--- src/rtl/sprite_rom_arbiter_pkg.sv ---
// Shared constants for the sprite ROM arbiter: requester IDs, sprite sheet
// layout and default bus widths.
package sprite_pkg;

  localparam int NUM_REQ_DEF = 4;
  localparam int ADDR_W_DEF  = 12;
  localparam int DATA_W_DEF  = 24;

  typedef enum logic [2:0] {
    REQ_PACMAN = 3'd0,
    REQ_GHOST  = 3'd1,
    REQ_ITEMS  = 3'd2,
    REQ_FONT   = 3'd3
  } req_id_e;

  // 26x26 pixel frames; sheets are packed back to back in the ROM
  localparam int SPRITE_FRAME_WORDS = 676;

  localparam logic [ADDR_W_DEF-1:0] BASE_PACMAN = 12'h000;
  localparam logic [ADDR_W_DEF-1:0] BASE_GHOST  = 12'h2A4;
  localparam logic [ADDR_W_DEF-1:0] BASE_ITEMS  = 12'h548;
  localparam logic [ADDR_W_DEF-1:0] BASE_FONT   = 12'h7EC;

  function automatic logic [ADDR_W_DEF-1:0] sheet_base(input req_id_e id);
    case (id)
      REQ_PACMAN: sheet_base = BASE_PACMAN;
      REQ_GHOST:  sheet_base = BASE_GHOST;
      REQ_ITEMS:  sheet_base = BASE_ITEMS;
      REQ_FONT:   sheet_base = BASE_FONT;
      default:    sheet_base = '0;
    endcase
  endfunction

  // Index width that stays legal for a single requester
  function automatic int idx_w(input int n);
    idx_w = (n > 1) ? $clog2(n) : 1;
  endfunction

endpackage

--- src/rtl/sprite_rom_arbiter_if.sv ---
// Request / ROM / response bundle between the sprite address generators,
// the arbiter and the shared sprite ROM.
interface sprite_rom_arbiter_if
  #(parameter int NUM_REQ = sprite_pkg::NUM_REQ_DEF,
    parameter int ADDR_W  = sprite_pkg::ADDR_W_DEF,
    parameter int DATA_W  = sprite_pkg::DATA_W_DEF);

  logic                      enable;
  logic [NUM_REQ-1:0]        req_valid;
  logic [NUM_REQ*ADDR_W-1:0] req_addr;
  logic [NUM_REQ-1:0]        req_ready;
  logic                      mem_rd;
  logic [ADDR_W-1:0]         mem_addr;
  logic [DATA_W-1:0]         mem_data;
  logic [NUM_REQ-1:0]        rsp_valid;
  logic [DATA_W-1:0]         rsp_data;
  logic [15:0]               stall_cnt;

  modport slave (
    input  enable, req_valid, req_addr, mem_data,
    output req_ready, mem_rd, mem_addr, rsp_valid, rsp_data, stall_cnt
  );

  modport master (
    output enable, req_valid, req_addr, mem_data,
    input  req_ready, mem_rd, mem_addr, rsp_valid, rsp_data, stall_cnt
  );

endinterface

--- src/rtl/sprite_rom_arbiter_rr_arbiter.sv ---
// Combinational round-robin select: first set bit of req at or above ptr,
// wrapping modulo NUM_REQ. The pointer register lives in the parent.
module rr_arbiter
  import sprite_pkg::*;
#(
  parameter int NUM_REQ = NUM_REQ_DEF,
  parameter int PTR_W   = idx_w(NUM_REQ)
) (
  input  logic [NUM_REQ-1:0] req,
  input  logic [PTR_W-1:0]   ptr,
  output logic [NUM_REQ-1:0] gnt,
  output logic [PTR_W-1:0]   gnt_idx
);

  logic             found;
  int               idx;
  logic [PTR_W-1:0] sel;

  always_comb begin
    gnt     = '0;
    gnt_idx = '0;
    found   = 1'b0;
    idx     = 0;
    sel     = '0;
    for (int i = 0; i < NUM_REQ; i++) begin
      idx = int'(ptr) + i;
      if (idx >= NUM_REQ) idx = idx - NUM_REQ;
      sel = PTR_W'(idx);
      if (!found && req[sel]) begin
        found    = 1'b1;
        gnt[sel] = 1'b1;
        gnt_idx  = sel;
      end
    end
  end

endmodule

--- src/rtl/sprite_rom_arbiter.sv ---
// Shares one synchronous-read sprite ROM between NUM_REQ requesters with
// round-robin grants and a tagged, fixed-latency (RD_LAT+2) response path.
module sprite_rom_arbiter
  import sprite_pkg::*;
#(
  parameter int NUM_REQ = NUM_REQ_DEF,
  parameter int ADDR_W  = ADDR_W_DEF,
  parameter int DATA_W  = DATA_W_DEF,
  parameter int RD_LAT  = 1
) (
  input logic                 Clk,
  input logic                 Reset_n,
  sprite_rom_arbiter_if.slave bus
);

  localparam int PTR_W = idx_w(NUM_REQ);

  logic [PTR_W-1:0]   ptr_q, ptr_d;
  logic [PTR_W-1:0]   gnt_idx;
  logic [NUM_REQ-1:0] arb_req, gnt;
  logic               hs;

  logic               mem_rd_q, mem_rd_d;
  logic [ADDR_W-1:0]  mem_addr_q, mem_addr_d;
  logic [NUM_REQ-1:0] rsp_valid_q, rsp_valid_d;
  logic [DATA_W-1:0]  rsp_data_q, rsp_data_d;
  logic [15:0]        stall_cnt_q, stall_cnt_d;

  // One-hot grant tag travels beside the read; stage k is valid k+1 cycles after grant
  logic [RD_LAT:0][NUM_REQ-1:0] tag_pipe_q, tag_pipe_d;

  // Reset gates the grant path so req_ready stays low while Reset_n is held
  assign arb_req = bus.req_valid & {NUM_REQ{bus.enable & Reset_n}};

  rr_arbiter #(
    .NUM_REQ (NUM_REQ),
    .PTR_W   (PTR_W)
  ) u_rr (
    .req     (arb_req),
    .ptr     (ptr_q),
    .gnt     (gnt),
    .gnt_idx (gnt_idx)
  );

  assign hs = |gnt;

  always_comb begin
    ptr_d = ptr_q;
    if (hs) ptr_d = (gnt_idx == PTR_W'(NUM_REQ-1)) ? '0 : gnt_idx + 1'b1;
  end

  always_comb begin
    mem_rd_d   = hs;
    mem_addr_d = mem_addr_q;
    for (int i = 0; i < NUM_REQ; i++) begin
      if (gnt[i]) mem_addr_d = bus.req_addr[i*ADDR_W +: ADDR_W];
    end
  end

  always_comb begin
    tag_pipe_d    = '0;
    tag_pipe_d[0] = gnt;
    for (int k = 1; k <= RD_LAT; k++) tag_pipe_d[k] = tag_pipe_q[k-1];
  end

  always_comb begin
    rsp_valid_d = tag_pipe_q[RD_LAT];
    rsp_data_d  = rsp_data_q;
    if (|tag_pipe_q[RD_LAT]) rsp_data_d = bus.mem_data;
  end

  // Counts any cycle where a valid requester is left waiting, enable low included
  always_comb begin
    stall_cnt_d = stall_cnt_q;
    if ((|(bus.req_valid & ~gnt)) && (stall_cnt_q != 16'hFFFF))
      stall_cnt_d = stall_cnt_q + 16'd1;
  end

  always_ff @(posedge Clk or negedge Reset_n) begin
    if (!Reset_n) begin
      ptr_q       <= '0;
      mem_rd_q    <= 1'b0;
      mem_addr_q  <= '0;
      tag_pipe_q  <= '0;
      rsp_valid_q <= '0;
      rsp_data_q  <= '0;
      stall_cnt_q <= '0;
    end else begin
      ptr_q       <= ptr_d;
      mem_rd_q    <= mem_rd_d;
      mem_addr_q  <= mem_addr_d;
      tag_pipe_q  <= tag_pipe_d;
      rsp_valid_q <= rsp_valid_d;
      rsp_data_q  <= rsp_data_d;
      stall_cnt_q <= stall_cnt_d;
    end
  end

  assign bus.req_ready = gnt;
  assign bus.mem_rd    = mem_rd_q;
  assign bus.mem_addr  = mem_addr_q;
  assign bus.rsp_valid = rsp_valid_q;
  assign bus.rsp_data  = rsp_data_q;
  assign bus.stall_cnt = stall_cnt_q;

endmodule

--- src/flat_wrapper.sv ---
// flat-port wrapper written by rule: the top's interface ports become plain ports
module sprite_rom_arbiter_flat import sprite_pkg::*;
#(
  parameter int NUM_REQ = NUM_REQ_DEF,
  parameter int ADDR_W  = ADDR_W_DEF,
  parameter int DATA_W  = DATA_W_DEF,
  parameter int RD_LAT  = 1
)
  (Clk, Reset_n, bus_enable, bus_req_valid, bus_req_addr, bus_mem_data, bus_req_ready, bus_mem_rd, bus_mem_addr, bus_rsp_valid, bus_rsp_data, bus_stall_cnt);
  sprite_rom_arbiter_if #(.NUM_REQ(NUM_REQ), .ADDR_W(ADDR_W), .DATA_W(DATA_W)) bus_i ();
  input logic Clk;
  input logic Reset_n;
  input wire logic [$bits(bus_i.enable)-1:0] bus_enable;
  input wire logic [$bits(bus_i.req_valid)-1:0] bus_req_valid;
  input wire logic [$bits(bus_i.req_addr)-1:0] bus_req_addr;
  input wire logic [$bits(bus_i.mem_data)-1:0] bus_mem_data;
  output wire logic [$bits(bus_i.req_ready)-1:0] bus_req_ready;
  output wire logic [$bits(bus_i.mem_rd)-1:0] bus_mem_rd;
  output wire logic [$bits(bus_i.mem_addr)-1:0] bus_mem_addr;
  output wire logic [$bits(bus_i.rsp_valid)-1:0] bus_rsp_valid;
  output wire logic [$bits(bus_i.rsp_data)-1:0] bus_rsp_data;
  output wire logic [$bits(bus_i.stall_cnt)-1:0] bus_stall_cnt;
  assign bus_i.enable = bus_enable;
  assign bus_i.req_valid = bus_req_valid;
  assign bus_i.req_addr = bus_req_addr;
  assign bus_i.mem_data = bus_mem_data;
  assign bus_req_ready = bus_i.req_ready;
  assign bus_mem_rd = bus_i.mem_rd;
  assign bus_mem_addr = bus_i.mem_addr;
  assign bus_rsp_valid = bus_i.rsp_valid;
  assign bus_rsp_data = bus_i.rsp_data;
  assign bus_stall_cnt = bus_i.stall_cnt;
  sprite_rom_arbiter #(.NUM_REQ(NUM_REQ), .ADDR_W(ADDR_W), .DATA_W(DATA_W), .RD_LAT(RD_LAT)) u_core (.Clk(Clk), .Reset_n(Reset_n), .bus(bus_i));
endmodule
--- config.mk ---
export PLATFORM = sky130hd
export DESIGN_NAME = sprite_rom_arbiter_flat
export DESIGN_NICKNAME = d
export VERILOG_FILES = /design/src/rtl/sprite_rom_arbiter_pkg.sv /design/src/rtl/sprite_rom_arbiter_if.sv /design/src/rtl/sprite_rom_arbiter_rr_arbiter.sv /design/src/rtl/sprite_rom_arbiter.sv /design/src/flat_wrapper.sv
export SDC_FILE = /design/constraint.sdc
export NUM_CORES = 1
export LEC_CHECK = 0
export ABC_AREA = 1
export BUFFER_PORTS_ARGS = -buffer_cell sky130_fd_sc_hd__buf_2
export CAP_MARGIN = 0
export CORE_AREA = 2 2 83 104
export DETAILED_ROUTE_END_ITERATION = 6
export DIE_AREA = 0 0 85 106
export GPL_TIMING_DRIVEN = 0
export PLACE_DENSITY = 0.79
export SYNTH_ARGS = -nofsm -noshare
export SYNTH_HDL_FRONTEND = slang
export SYNTH_SLANG_ARGS = --single-unit
--- constraint.sdc ---
create_clock -name Clk -period 3.5 [get_ports Clk]
set_clock_uncertainty 0.15 [all_clocks]
set_input_delay 0.525 -clock Clk [delete_from_list [all_inputs] [get_ports Clk]]
set_output_delay 0.525 -clock Clk [all_outputs]
set_load 0.01 [all_outputs]
== Word level (Yosys, flattened, before mapping) ==
Index checks and enable logic that the tools add are counted.
Word-level totals
  register bits: 67
  logic and storage cells: 89
Operators by class
  $add $sub $neg: 9
  magnitude comparators: 12
  equality and inequality tests: 2
  mux-type cells: 36
  bitwise logic cells: 7
  reductions and logical operators: 15
Operators by type and width (number)
  12-bit two-way mux: 4
  2-bit two-way mux: 9
  16-bit by 1-bit adder with 16-bit output (second input constant): 1
  4-bit two-way mux: 4
  16-bit inequality test (second input constant): 1
  2-bit by 3-bit < comparator with 1-bit output (second input constant): 4
  4-bit OR: 3
  4-bit OR reduction: 3
  1-bit two-way mux: 11
  3-bit greater-or-equal comparator (second input constant): 3
  4-bit bitwise AND: 2
  1-bit binary-select mux with 2-bit select: 4
  1-bit demux with 2-bit select: 4
  2-bit by 1-bit greater-or-equal comparator with 1-bit output (second input constant): 4
  1-bit logical AND: 8
  2-bit by 1-bit subtractor with 2-bit output (second input constant): 4
  2-bit by 2-bit adder with 3-bit output (second input constant): 2
  4-bit inverter: 1
  4-bit nonzero test: 1
  2-bit by 1-bit adder with 3-bit output (second input constant): 1
  2-bit by 3-bit greater-or-equal comparator with 1-bit output (second input constant): 1
  1-bit logical NOT: 3
  2-bit by 1-bit adder with 2-bit output (second input constant): 1
  2-bit == test (second input constant): 1
  1-bit bitwise AND: 1

== Logic depth before layout (Yosys ltp) ==
Gate-level depths: netlist of run 1.
  depth in word-level cells: 18
  gate-level depth with buffers: 18
  mapped depth without buffers: 16

== Hierarchy ==
Synthesis of run 1 repeated with hierarchy kept, for this count alone.
Unflattened totals
  cell total of the unflattened synthesis: 418
  area, all modules: 3622.2 µm²
By module, submodules not included
  sprite_rom_arbiter: instances 1, cells each 345, area an instance 3183.1 µm², sequential area each 1676.6 µm²
  rr_arbiter: instances 1, cells each 73, area an instance 439.2 µm², sequential area each 0.0 µm²

== Least setup slack after synthesis of run 1 ==
No wires, ideal clock.
  path type: reg2out
  start: reg u_core.ptr_q[1]
  end: out bus_req_ready[3]
  arrival time: 1998 ps
  slack: 827 ps
  stages on the path, launching flop included: 11
  path buffers: 2
  path through: dfrtp_1 -> inv_1 -> ha_1 -> inv_1 -> nand3_1 -> nand2_1 -> nor2_4 -> nand3_1 -> nand2_2 -> buf_2 -> buf_4
RTL lines
  start: declaration: RTL line sprite_rom_arbiter.sv:18  | logic [PTR_W-1:0] ptr_q, ptr_d;
  start signal: assignment: RTL line sprite_rom_arbiter.sv:89  | ptr_q <= ptr_d;
  end: declaration: RTL line flat_wrapper.sv:17  | output wire logic [$bits(bus_i.req_ready)-1:0] bus_req_ready;

==> reports/results.txt, run 1 <==
fin area: 0.00499 mm^2
vias in the first global route: 3,499
H-tree depth: 3
# IOs: 140
FP Rows: 37
Final Hold Fails: 6
Reg2Reg Capture Point: u_core.bus.mem_addr[4]$_DFFE_PN0P_
status: finished, violations left
Routed Antenna Nets: 0
post-synthesis cell type count: 32
DRC errors left: 0
total gr overflow: 0
drt wl/cell: 12.7 um
initial antenna violation count: 0
Core Box Area: 0.00810 mm^2
crit path capture: bus_req_ready[1]
first-pass GRT wire length: 15,100 um
Die Height: 106 um
fin nets: 722
Final Slew Violations: 0
Yosys top cell area share: 42.9%
dpl ws: -105 ps
Hold Crit Class: in2async
worst reg-to-reg path cell count: 14
Crit path max-delay family: buffers and inverters
Final Cycle Share: 93.9%
Worst-Margin Slew: 549 ps
final cell count without fillers: 737
leading area contributor after synthesis: dfrtp_1
Pleak: 2.72 nW
Final Util: 61.6%
setup slack, reg-to-reg: 700 ps
Crit. End Element: output pin
Max-Slew Margin vs Limit: 63.4%
dpl hpwl: 7140 um
RSZ-0062 raised after global routing: no
hold slack final: -18.1 ps
Port Buffer Count: 139
Layout fillers: 721
Req. time, crit path: 2820 ps
antenna cells: 0
CP Launch Type: flip-flop
Achievable Freq: 304 MHz
most common cell after layout, fill and taps aside: nand2_1
pin count of the biggest net entering global routing: 74
pwr/cell area: 1130 mW/mm^2
max-cap viol count: 0
worst path bufs/invs: 6
Detailed Routing Iterations Pass 1: 4
crit-path cells: buf_6 > inv_6 > ha_1 > inv_1 > nand3_1 > nand2_2 > nand3_1 > nand2_1 > nor2_4 > nand2_2 > buf_4 > buf_4 > buf_2
Layout Area Growth over Synthesis: 27.5%
Clk pin slew, worst setup/hold paths: 80 ps
Total Power: 0.00561 W
Final Setup Violations: 0
routability cong.: 0.923
CP Depth: 13
crit path kind: reg2out
die width: 85 um
Worst EP arrival: 2610 ps
Seq/Total Area, Yosys: 42.9%
final WL: 9350 um
Root Buffer: clkbuf_8
CP max FO: 11
Worst VDD drop: 0.000805 V
die area: 0.00901 mm^2
Num CTS Buffers: 9
via count: 3,701
share of cells above drive strength 1: 35.0%
Synthesized Nets: 569
FF+latch area: 0.00168 mm^2
footprint of the multi-input gates: 0.00197 mm^2
CTS Buffer Depth: 2
Largest stage delay, worst path: 410 ps
GRT Total Usage: 20.3%
clock sink total: 67
Via density: 5.02
Setup WS post-layout: 213 ps
crit path max-delay cell type: dfrtp_2
failing checks: hold timing
Placed Cells: 718
yosys warns: 0
highest-count cells in the layout ignoring fill and taps: 160 x nand2_1, 143 x buf_2, 76 x nand3_1
Synth Cell Area: 0.00391 mm^2
synthesized netlist cell count: 482
worst skew pair latency: 330 ps
Initial Util: 48.3%
CTS tree: yes
Seq cells post-synth: 67
Synth Area per Inst: 8.11 um^2
drt first-iter violations: 122
Period minus WS final: 3290 ps
placed cell area: 0.00473 mm^2
top area cells in the synthesized netlist: dfrtp_1 43%, nand2_1 15%, nand3_1 9.7%
[synthesized netlist by cell type]
cell type and count:
a21boi_0 5, a21boi_1 8, a21oi_1 12, a21oi_2 1, buf_1 1, buf_2 7
buf_4 8, buf_6 3, clkbuf_1 2, dfrtp_1 67, ha_1 8, inv_1 33
inv_4 1, inv_6 1, mux2_2 24, nand2_1 161, nand2_2 7, nand2_4 2
nand3_1 76, nand3_2 1, nand3_4 1, nand4_1 4, nor2_1 17, nor2_2 1
nor2_4 4, nor3_1 6, nor4_1 1, o21ai_0 4, o21ai_1 1, o21ai_4 1
xnor2_1 5, xor2_1 9
[kinds of logic (layout without fill, tap and decap cells)]
group           count (synthesis)  count (layout)  synth area share (%)
simple gates                  281             281                  32.1
flops                          67              67                  42.9
buf+inv                        56             214                  7.13
compound gates                 32              32                  5.31
mux                            24              24                  6.91
xor+xnor                       14              14                  3.14
fa+ha+maj                       8               8                  2.56
[registers in the layout, summed over array words and instances (netlist names), named ones only]
register and count:
u_core.bus.rsp_valid 4, u_core.rsp_valid_d 4, u_core.tag_pipe_d 4, u_core.ptr_q 1, u_core.bus.stall_cnt 16, u_core.bus.rsp_data 24
u_core.bus.mem_rd 1, u_core.bus.mem_addr 12
[worst min-delay path by stage]
stage / cells after the start / startpoint / slack (ps) / to
after floorplan: 0 / Reset_n / 80 / async pin
after global placement: 0 / u_core.tag_pipe_d[6]$_DFF_PN0_ / 190 / u_core.rsp_valid_d[2]$_DFF_PN0_
after detailed placement: 0 / u_core.tag_pipe_d[4]$_DFF_PN0_ / 180 / u_core.rsp_valid_d[0]$_DFF_PN0_
after CTS: 1 / Reset_n / 60 / u_core.bus.rsp_data[15]$_DFFE_PN0P_
after global routing: 1 / Reset_n / 20 / u_core.bus.rsp_data[20]$_DFFE_PN0P_
final: 1 / Reset_n / -20 / u_core.bus.rsp_data[15]$_DFFE_PN0P_
[what timing repair did]
action,CTS,global route
pin swaps,0,1
hold buffers,0,0
gates cloned,0,0
endpoints found under the setup margin,3,3
buffers inserted,0,5
gates resized for setup,2,7
[power breakdown]
group          leakage [nW]  switching [W]  internal, W  total [W]
clock                0.0987       0.000291     0.000348   0.000639
combinational          1.79        0.00219      0.00146    0.00365
sequential            0.831       0.000195      0.00113    0.00133
[area by class of cell]
| type | instances | share of cell area (%) |
|---|---|---|
| Buffer | 19 | 2.61 |
| Clock buffer | 10 | 2.76 |
| Clock inverter | 6 | 1.28 |
| Inverter | 35 | 2.86 |
| Multi-Input combinational cell | 359 | 39.5 |
| Sequential cell | 67 | 33.7 |
| Tap cell | 97 | 2.43 |
| Timing Repair Buffer | 144 | 14.9 |
[per-stage QoR]
step	setup TNS (ps)	hold slack, ps
final	0	-18.1
after global routing	0	15.1
after CTS	0	57.5
after global placement	-8010	185
after floorplan	0	79.4
after detailed placement	-290	185
[routing by layer]
| layer | vias to the layer above | part of all wire, % | GRT usage [%] |
|---|---|---|---|
| met1 | 1699 | 42 | 24.8 |
| met2 | 118 | 50 | 34.4 |
| met3 | 19 | 5.2 | 3.03 |
| met4 | 0 | 2.4 | 10.4 |
| li1 | 1865 | - | - |
| met5 | - | 0 | 0 |
Note: power is estimated with default switching activity, not from simulation.
==> inputs of run 2 (changes only) <==
--- a/config.mk
+++ b/config.mk
@@ -17,2 +17,3 @@
 export SYNTH_HDL_FRONTEND = slang
 export SYNTH_SLANG_ARGS = --single-unit
+export TNS_END_PERCENT = 30
==> constraint.sdc (replaced) <==
create_clock -name Clk -period 3.5 [get_ports Clk]
set_clock_uncertainty 0.15 [all_clocks]
set_input_delay 0.175 -clock Clk [delete_from_list [all_inputs] [get_ports Clk]]
set_output_delay 0.175 -clock Clk [all_outputs]
set_load 0.01 [all_outputs]
==> reports/results.txt, run 2 (synthesized netlist as in run 1, its figures left out) <==
Worst-Margin Slew: 554 ps
Die Height: 106 um
clock sink total: 67
status: completed
Setup TNS: 0 ps
Root Buffer: clkbuf_8
routability cong.: 0.923
Worst VDD drop: 0.000814 V
Layout Area Growth over Synthesis: 33.5%
RSZ-0062 raised after global routing: no
worst hold start: bus_req_addr[34]
CP Launch Type: input port
Crit. End Element: output pin
drt wl/cell: 13.0 um
Worst EP arrival: 2870 ps
die area: 0.00901 mm^2
cell depth of the worst hold path: 5
Worst Hold Path EP: u_core.bus.mem_addr[10]$_DFFE_PN0P_
pwr/cell area: 1070 mW/mm^2
initial antenna violation count: 0
Req. time, crit path: 3170 ps
Routed Antenna Nets: 0
GRT Total Usage: 22.0%
Final Slew Violations: 0
Clk pin slew, worst setup/hold paths: 70 ps
DRC errors left: 0
Final Cycle Share: 91.2%
worst skew pair latency: 330 ps
CTS Buffer Depth: 2
dpl hpwl: 7140 um
antenna cells: 0
setup slack, reg-to-reg: 640 ps
Reg2Reg Capture Point: u_core.bus.mem_addr[9]$_DFFE_PN0P_
drt first-iter violations: 158
first-pass GRT wire length: 16,200 um
fin area: 0.00522 mm^2
via count: 3,814
H-tree depth: 3
CTS tree: yes
most common cell after layout, fill and taps aside: nand2_1
Num CTS Buffers: 9
Max-Slew Margin vs Limit: 63.1%
pin count of the biggest net entering global routing: 74
crit path max-delay cell type: dlygate4sd3_1
Largest register FFs: 24
Final Setup Violations: 0
highest-count cells in the layout ignoring fill and taps: 161 x nand2_1, 145 x buf_2, 76 x nand3_1
fin nets: 747
Port Buffer Count: 139
vias in the first global route: 3,634
Core Box Area: 0.00810 mm^2
final WL: 9920 um
RR Startpoint: u_core.ptr_q[1]$_DFFE_PN0P_
Period minus WS final: 3190 ps
Pleak: 2.83 nW
CP max FO: 73
most used cell, CP: nand3_1
Final Hold Fails: 0
placed cell area: 0.00473 mm^2
hold slack final: 18.5 ps
crit-path cells: dlygate4sd3_1 > clkbuf_8 > nand3_1 > nand2_1 > nand3_1 > a21oi_2 > nand3_1 > nand2_2 > buf_2 > buf_4 > buf_2
worst reg-to-reg path cell count: 14
Achievable Freq: 313 MHz
share of cells above drive strength 1: 32.8%
Largest stage delay, worst path: 540 ps
total gr overflow: 0
Detailed Routing Iterations Pass 1: 4
crit path kind: in2out
die width: 85 um
# IOs: 140
Hold Crit Class: in2reg
max-cap viol count: 0
FP Rows: 37
Via density: 5.01
Initial Util: 48.3%
run 2: critical path, delay by kind of cell:
kind / cells / cell delay (ps)
buffers and inverters: 5 / 1550
and+or+nand+nor: 5 / 810
AOI/OAI and AO/OA: 1 / 310
run 2: report_power, final:
part | leakage (nW) | switching, W | internal, W
clock | 0.0987 | 0.000288 | 0.000348
combinational | 1.90 | 0.00218 | 0.00145
sequential | 0.832 | 0.000210 | 0.00113
total | 2.83 | 0.00268 | 0.00292
run 2: repair_timing:
action / 4_1_cts / 5_1_grt
gates resized for setup: 0 / 3
endpoints found under the hold margin: 94 / 0
setup buffers: 0 / 0
hold buffers: 28 / 0
setup endpoints to repair: 0 / 5
run 2: final cells by class:
type / count / area [um^2]
flip-flops and latches: 67 / 1680
fillers: 681 / 2880
clock buffers: 10 / 138
multi-input cells: 359 / 1960
inverters: 35 / 139
well taps: 97 / 121
clock inverters: 6 / 63.8
repair buffers: 167 / 985
plain buffers: 21 / 140
run 2: layer usage:
layer  global-route usage (%)  part of all wire (%)  up-vias
met3                     2.87                   4.3       24
met1                     26.8                    42     1753
met4                     10.5                   2.6        0
li1                         -                     -     1914
met5                        0                     0        -
met2                     38.0                    51      123
run 2: how the worst max path moves through the flow:
stage / slack [ps] / start / endpoint / cells after the start
2_1_floorplan: 1120 / u_core.ptr_q[1]$_DFFE_PN0P_ / u_core.bus.mem_addr[10]$_DFFE_PN0P_ / 14
3_3_place_gp: 100 / Reset_n / u_core.bus.mem_addr[7]$_DFFE_PN0P_ / 15
3_5_place_dp: 570 / Reset_n / u_core.bus.mem_addr[8]$_DFFE_PN0P_ / 15
4_1_cts: 40 / Reset_n / bus_req_ready[3] / 11
5_1_grt: 20 / Reset_n / bus_req_ready[2] / 11
6_report: 310 / Reset_n / bus_req_ready[2] / 11
run 2: stage by stage:
stage / setup WS, ps / instances / power [W] / util, %
final: 308 / 762 / 0.00560 / 64.4
after global routing: 16.0 / 762 / 0.00615 / 64.4
after CTS: 40.5 / 762 / 0.00560 / 64.3
after detailed placement: 567 / 718 / 0.00492 / 58.4
after global placement: 100 / 718 / 0.00480 / 58.4
after floorplan: 1120 / 482 / 0.00398 / -
==> inputs of run 3 (changes only) <==
- clock period: 3.5 -> 3 ns (I/O delays scaled with it)
==> reports/results.txt, run 3 (synthesized netlist as in run 1, its figures left out) <==
share of cells above drive strength 1: 33.5%
DRC errors left: 0
most common cell after layout, fill and taps aside: nand2_1
fin nets: 760
final WL: 10,800 um
Port Buffer Count: 139
Max-Slew Margin vs Limit: 62.7%
die area: 0.00901 mm^2
Achievable Freq: 347 MHz
Setup WS post-layout: 119 ps
antenna cells: 0
H-tree depth: 3
Worst-Margin Slew: 560 ps
Root Buffer: clkbuf_8
Sw Pwr: 0.00326 W
crit path kind: reg2out
Final Setup Violations: 0
Pleak: 2.89 nW
Net Sw Frac: 48.2%
dpl ws: 92.0 ps
Layout fillers: 643
crit-path cells: buf_6 > inv_6 > ha_1 > inv_1 > nand3_1 > nand2_2 > nand3_1 > nand2_1 > nor2_4 > nand2_4 > buf_4 > buf_4 > buf_2
Period minus WS final: 2880 ps
setup slack, reg-to-reg: 230 ps
# IOs: 140
max-cap viol count: 0
Final Slew Violations: 0
Final Hold Fails: 0
CP max FO: 11
RSZ-0062 raised after global routing: yes
Largest register FFs: 24
Reg2Reg Capture Point: u_core.bus.mem_addr[8]$_DFFE_PN0P_
via count: 3,978
Die Height: 106 um
Total Power: 0.00677 W
Worst Hold Path EP: u_core.bus.mem_addr[3]$_DFFE_PN0P_
GRT Total Usage: 23.5%
Core Box Area: 0.00810 mm^2
clock sink total: 67
Routed Antenna Nets: 0
crit path max-delay cell type: dfrtp_2
cell depth of the worst hold path: 7
Hold Crit Class: in2reg
Num CTS Buffers: 9
clock power share: 11.1%
status: completed
Initial Util: 48.3%
drt wl/cell: 13.9 um
routability cong.: 0.923
dpl hpwl: 7140 um
Req. time, crit path: 2700 ps
CP Launch Type: flip-flop
CTS tree: yes
Worst EP arrival: 2580 ps
Clk pin slew, worst setup/hold paths: 70 ps
Largest stage delay, worst path: 410 ps
Via density: 5.13
worst reg-to-reg path cell count: 14
Seq pwr share: 23.2%
Final Cycle Share: 96.0%
fin area: 0.00541 mm^2
Logic pwr share: 65.7%
placed cell area: 0.00473 mm^2
Worst VDD drop: 0.000955 V
Crit. End Element: output pin
initial antenna violation count: 0
pin count of the biggest net entering global routing: 68
FP Rows: 37
worst skew pair latency: 330 ps
Detailed Routing Iterations Pass 1: 4
die width: 85 um
vias in the first global route: 3,753
pwr/cell area: 1250 mW/mm^2
Final Util: 66.8%
total gr overflow: 0
worst hold start: bus_req_addr[15]
CTS Buffer Depth: 2
Layout Area Growth over Synthesis: 38.4%
Int Power: 0.00351 W
highest-count cells in the layout ignoring fill and taps: 160 x nand2_1, 143 x buf_2, 75 x nand3_1
first-pass GRT wire length: 17,100 um
drt first-iter violations: 167
run 3: cell count changes in the layout (fill, tap and decap cells not counted), sizes merged:
cell         delta
buf             +5
clkbuf          -1
clkinvlp        +1
dlygate4sd3     +9
inv             -1
run 3: area by class of cell:
class | count | area, um^2 | share of cell area (%)
clock inverter | 6 | 63.8 | 1.18
inverter | 35 | 143 | 2.64
buffer | 20 | 141 | 2.61
sequential | 67 | 1680 | 31.0
multi-input combinational | 359 | 2000 | 37.0
tap | 97 | 121 | 2.24
clock buffer | 10 | 138 | 2.54
timing repair buffer | 181 | 1130 | 20.8
run 3: timing repair:
| item | CTS | global route |
|---|---|---|
| pin swaps | 1 | 3 |
| resized for setup | 4 | 10 |
| setup buffers | 1 | 3 |
| hold buffers | 38 | 0 |
| hold endpoints to repair | 103 | 0 |
| endpoints found under the setup margin | 3 | 12 |
run 3: layer usage:
layer	global-route usage, %	vias to the layer above	part of all wire (%)
li1	-	1942	-
met1	27.9	1850	39
met2	42.1	158	53
met3	2.95	28	5.0
met4	10.4	0	2.8
met5	0	-	0
run 3: worst max path at each step:
stage | from | end | slack [ps]
2_1_floorplan | u_core.ptr_q[1]$_DFFE_PN0P_ | u_core.bus.mem_addr[10]$_DFFE_PN0P_ | 620
3_3_place_gp | Reset_n | u_core.bus.mem_addr[7]$_DFFE_PN0P_ | -380
3_5_place_dp | Reset_n | u_core.bus.mem_addr[8]$_DFFE_PN0P_ | 90
4_1_cts | flip-flop | bus_req_ready[1] | 5
5_1_grt | flip-flop | bus_req_ready[1] | -30
6_report | flip-flop | bus_req_ready[1] | 120
run 3: critical path, delay by kind of cell, from the launching register on:
kind,cells,cell delay (ps)
flip-flops,1,410
buffers and inverters,6,770
AND/OR/NAND/NOR,6,730
adder cells (fa/ha/maj),1,330
run 3: power by group through the flow:
| stage | Combinational (W) | Sequential (W) | Clock (W) |
|---|---|---|---|
| after floorplan | 0.00295 | 0.00169 | 0 |
| after global placement | 0.00405 | 0.00155 | 0 |
| after detailed placement | 0.00418 | 0.00157 | 0 |
| after CTS | 0.00425 | 0.00156 | 0.000764 |
| after global routing | 0.00496 | 0.00161 | 0.000815 |
| final | 0.00445 | 0.00157 | 0.000754 |
run 3: metrics by stage:
step	setup TNS, ps	instances	hold WS [ps]
5_1_grt	-26.3	775	80.5
4_1_cts	0	772	32.8
6_report	0	775	47.2
2_1_floorplan	0	482	-296
3_3_place_gp	-10970	718	185
3_5_place_dp	0	718	179
